## src/rtl/dual_port_sram_arbiter.sv

```systemverilog
// Arbiter sharing one single-port SRAM between fetch (I) and memory-stage (D) requesters.
// D wins conflicts unless I has been denied STARVE_LIMIT cycles in a row; read data is routed back one cycle later.
module dual_port_sram_arbiter #(
  parameter int STARVE_LIMIT = 4,
  parameter int CNT_WD       = 16
) (
  input  logic              clk,
  input  logic              reset,
  input  logic              i_req,
  input  logic [31:0]       i_addr,
  input  logic              i_flush,
  output logic              i_gnt,
  output logic              i_rvalid,
  output logic [31:0]       i_rdata,
  input  logic              d_req,
  input  logic [3:0]        d_we,
  input  logic [31:0]       d_addr,
  input  logic [31:0]       d_wdata,
  input  logic              d_flush,
  output logic              d_gnt,
  output logic              d_rvalid,
  output logic [31:0]       d_rdata,
  output logic              sram_en,
  output logic [3:0]        sram_we,
  output logic [31:0]       sram_addr,
  output logic [31:0]       sram_wdata,
  input  logic [31:0]       sram_rdata,
  output logic [CNT_WD-1:0] conflict_cnt
);

  localparam logic [3:0] STARVE_MAX = 4'(STARVE_LIMIT);

  logic [3:0]        starve_cnt_q, starve_cnt_d;
  logic              resp_valid_q, resp_valid_d;
  logic              resp_owner_q, resp_owner_d;
  logic [CNT_WD-1:0] conflict_cnt_q, conflict_cnt_d;
  logic              i_win;
  logic              d_read;

  // Grants are forced low while reset is held so every output reads zero.
  always_comb begin
    i_win = i_req & (~d_req | (starve_cnt_q == STARVE_MAX));
    i_gnt = i_win & ~reset;
    d_gnt = d_req & ~i_win & ~reset;
    d_read = d_gnt & (d_we == 4'b0000);
  end

  always_comb begin
    sram_en    = i_gnt | d_gnt;
    sram_we    = 4'b0000;
    sram_addr  = 32'h0;
    sram_wdata = 32'h0;
    if (d_gnt) begin
      sram_we    = d_we;
      sram_addr  = d_addr;
      sram_wdata = d_wdata;
    end else if (i_gnt) begin
      sram_addr  = i_addr;
    end
  end

  always_comb begin
    starve_cnt_d = 4'd0;
    if (i_req & ~i_gnt) begin
      starve_cnt_d = (starve_cnt_q == STARVE_MAX) ? starve_cnt_q : starve_cnt_q + 4'd1;
    end
    resp_valid_d = i_gnt | d_read;
    resp_owner_d = d_gnt;
    conflict_cnt_d = conflict_cnt_q;
    if (i_req & d_req & (conflict_cnt_q != {CNT_WD{1'b1}})) begin
      conflict_cnt_d = conflict_cnt_q + CNT_WD'(1);
    end
  end

  always_ff @(posedge clk or posedge reset) begin
    if (reset) begin
      starve_cnt_q   <= 4'd0;
      resp_valid_q   <= 1'b0;
      resp_owner_q   <= 1'b0;
      conflict_cnt_q <= '0;
    end else begin
      starve_cnt_q   <= starve_cnt_d;
      resp_valid_q   <= resp_valid_d;
      resp_owner_q   <= resp_owner_d;
      conflict_cnt_q <= conflict_cnt_d;
    end
  end

  // Flush only masks the response landing this cycle; the grant path is untouched.
  always_comb begin
    i_rvalid     = resp_valid_q & ~resp_owner_q & ~i_flush;
    d_rvalid     = resp_valid_q & resp_owner_q & ~d_flush;
    i_rdata      = i_rvalid ? sram_rdata : 32'h0;
    d_rdata      = d_rvalid ? sram_rdata : 32'h0;
    conflict_cnt = conflict_cnt_q;
  end

endmodule

```

## config.mk

```make
export PLATFORM = sky130hd
export DESIGN_NAME = dual_port_sram_arbiter
export DESIGN_NICKNAME = d
export VERILOG_FILES = /design/src/rtl/dual_port_sram_arbiter.sv
export SDC_FILE = /design/constraint.sdc
export NUM_CORES = 1
export LEC_CHECK = 0
export CAP_MARGIN = 20
export CORE_AREA = 2 2 114 116
export CTS_CLUSTER_DIAMETER = 50
export DETAILED_ROUTE_END_ITERATION = 12
export DIE_AREA = 0 0 116 118
export GPL_TIMING_DRIVEN = 1
export SKIP_CTS_REPAIR_TIMING = 1
export SLEW_MARGIN = 20
export SYNTH_ARGS = -nofsm -noshare
export SYNTH_HDL_FRONTEND = slang
export SYNTH_SLANG_ARGS = --single-unit
```

## constraint.sdc

```tcl
create_clock -name clk -period 1.8 [get_ports clk]
set_input_delay 0.18 -clock clk [delete_from_list [all_inputs] [get_ports clk]]
set_output_delay 0.18 -clock clk [all_outputs]
set_load 0.02 [all_outputs]
```

==> reports/metrics.yaml <==
synthesis:
  synthAdderAreaFrac_pct: 1.783
  yosys.area.top_type: "and2_1"
  seq_area_frac_synth_pct: 26.14
  synth_cell_types: 37
  synth_edf_count: 0
  synth_most_common_cell: "and2_1"
  synth_top_family_by_area: "simple AND/OR/NAND/NOR gates"
  yosysWarnings: 0
  netlist_instances: 258
  synth_compound_area_share_pct: 16.93
  synth-xor-area-share_pct: 5.823
  synth_area_sq_um: 2106
  netlist.area_leader.share_pct: 29.71
  ys.flop_type: "dfrtp_1"
  synth.avg_cell_area_sq_um: 8.162
  muxShareOfSynthArea_pct: 1.070
  synth.area.top_cells: "and2_1, dfrtp_1, a22o_1, xor2_1, clkbuf_1"
  ys_seq_elements: 22
  yosys-top-cells-count: "and2_1, a22o_1, dfrtp_1"
  synth_simple_gate_area_share_pct: 44.21
  async_reset_ff_share_pct: 100.0
  synth.net_count: 399
routing:
  wl_per_cell_microns: 16.84
  drc: 0
  drt_iter0_drc: 81
  ant_nets: 0
  viasPerCell: 4.273
  via_count: 3205
  drtPass1Iterations: 4
  drt_wl_total_microns: 12630
worst_setup_path:
  crit_buf_inv: 5
  arrival_ns: 1.93
  crit_chain: "inv_2 > ha_4 > nand3b_1 > buf_4 > a21oi_4 > buf_12 > clkbuf_16 > a22o_1 > buf_6"
  critPathCaptureType: "primary output"
  crit_cells: 9
  worstPathMaxFanout: 7
  cp-start-kind: "flop"
  cp_top_family: "buffers and inverters"
  critical_path_class: "flop to primary output"
  slowest_stage: "dfrtp_1"
  crit_required_ns: 1.62
  worst-r2r-cell-count: 11
  crit_path_max_incr_delay_ns: 0.38
grt:
  grt_pass1_wl_microns: 15660
  antenna_found_initial: 0
  grt_pass1_vias: 2906
  grt.overflow.total: 0
  grt_max_degree: 51
  grt_use_total_pct: 14.55
floorplanning:
  start_util_pct: 16.96
  coreArea_sq_um: 12410
  fp-row-count: 41
  pin_count: 291
  die_h_microns: 118
  die_w_microns: 116
  die-area_sq_um: 13690
sta:
  fin_worst_skew_ns: 0.003322
  relSlewSlack_pct: 74.98
  worst_pin_slew_ns: 0.3704
  period_needed_ns: 2.115
  hold_violations: 0
  setup_viol: 75
  totalNegativeSetupSlack_ns: -14.28
  max_freq_ghz: 0.4729
  rsz0062_at_grt: "yes"
  timing.final.ws_setup_ns: -0.3146
  period_share_pct: 117.5
  drv_slew: 0
  timing.hold.ws_ns: 0.3392
finish:
  final_util_pct: 49.14
  drive_gt1_share_pct: 29.41
  instances_no_fill: 750
  n_fill_cell: 1183
  n_antenna_cell: 0
  nets: 721
  syn_to_final_growth_pct: 189.7
placement:
  gp_congestion: 0.8994
  portBuffers: 290
  hpwl_microns: 9676
  place_ws_ns: -0.4734
  post-place-cells: 727
clock_tree:
  cts_buffers: 3
  path_clk_slew_ns: 0.05
  clock-sinks: 22
  cts_buffer_depth: 2
  cts_root_buf: "clkbuf_16"
  clock_latency_ns: 0.25
  htreeDepth: 1
  tritoncts: "yes"
run_status:
  status: "finished with violations"
  violations: "negative setup slack"
power_and_ir_drop:
  leakage_nw: 3.779
  peakVddDrop_uv: 319.5
  powerDensity_nw_per_um2: 433.8
worst_hold_path:
  hold_path.class: "input pin to async pin"
run:
  cap_violations: 0
-- report_power, final --
| part | switching, mW | internal (mW) |
|---|---|---|
| Clock | 0.169 | 0.293 |
| Combinational | 0.627 | 0.860 |
| Sequential | 0.112 | 0.585 |
| Total | 0.908 | 1.74 |
-- sequential cells by signal, summed over array words and instances (netlist names) --
signal        flops
resp_owner_q      1
starve_cnt_q      4
resp_valid_q      1
conflict_cnt     16
-- routing by layer --
metal	vias to the layer above	global-route usage (%)	routed length, microns
met5	-	0	0
met4	0	2.902	224
met3	16	4.171	1270
met2	199	26.86	6423
met1	1454	16.40	4715
li1	1536	-	-
-- final cells by class --
| class | count | area (sq um) | area share (%) |
|---|---|---|---|
| inverter | 4 | 15.01 | 0.2461 |
| multi-input combinational | 215 | 1603 | 26.27 |
| timing repair buffer | 334 | 3642 | 59.70 |
| clock buffer | 3 | 75.07 | 1.231 |
| sequential | 22 | 550.5 | 9.024 |
| tap | 172 | 215.2 | 3.527 |
-- final timing paths --
check                                       startpoint                           to  slack (ns)
hold reg to reg            conflict_cnt[0]$_DFFE_PP0P_  conflict_cnt[0]$_DFFE_PP0P_        0.52
setup reg to reg           starve_cnt_q[1]$_DFFE_PP0P_  starve_cnt_q[3]$_DFFE_PP0P_       -0.05
hold / removal                                   reset  conflict_cnt[2]$_DFFE_PP0P_        0.34
min in group clk           conflict_cnt[0]$_DFFE_PP0P_  conflict_cnt[0]$_DFFE_PP0P_        0.52
setup / recovery           starve_cnt_q[1]$_DFFE_PP0P_                sram_addr[29]       -0.31
max in group asynchronous                        reset  conflict_cnt[5]$_DFFE_PP0P_        1.23
-- logic make-up (layout without fill, tap and decap cells) --
logic type,after synthesis,in the layout
adders and majority gates,3,3
DFF,22,22
and+or+nand+nor,153,153
muxes,2,2
buffers and inverters,21,341
AOI/OAI and AO/OA,43,43
xor gates and xnor gates,14,14
-- tightest hold or removal path: stages --
cell and delay [ns]:
clkdlybuf4s50_1 0.42, inv_1 0.08, buf_4 0.30
-- per-stage QoR --
stage	instance area, sq um	total power [mW]
2_1_floorplan	2112	1.205
3_3_place_gp	5386	2.030
3_5_place_dp	5386	2.044
4_1_cts	5461	2.515
5_1_grt	6101	2.786
6_report	6101	2.646
-- cell usage in the layout (no fill, tap or decap), types with 3 or more instances in the layout --
| master | count |
|---|---|
| a22o_1 | 32 |
| and2_1 | 64 |
| and2_4 | 36 |
| buf_12 | 5 |
| buf_4 | 27 |
| buf_6 | 65 |
| clkbuf_16 | 10 |
| clkbuf_2 | 8 |
| clkdlybuf4s50_1 | 153 |
| dfrtp_1 | 22 |
| dlymetal6s2s_1 | 66 |
| inv_2 | 3 |
| nand2_1 | 7 |
| nand3_1 | 6 |
| nand4_1 | 6 |
| nor2_1 | 11 |
| nor3_1 | 8 |
| xnor2_1 | 3 |
| xor2_1 | 11 |
Power figures use the tool's default switching activity.
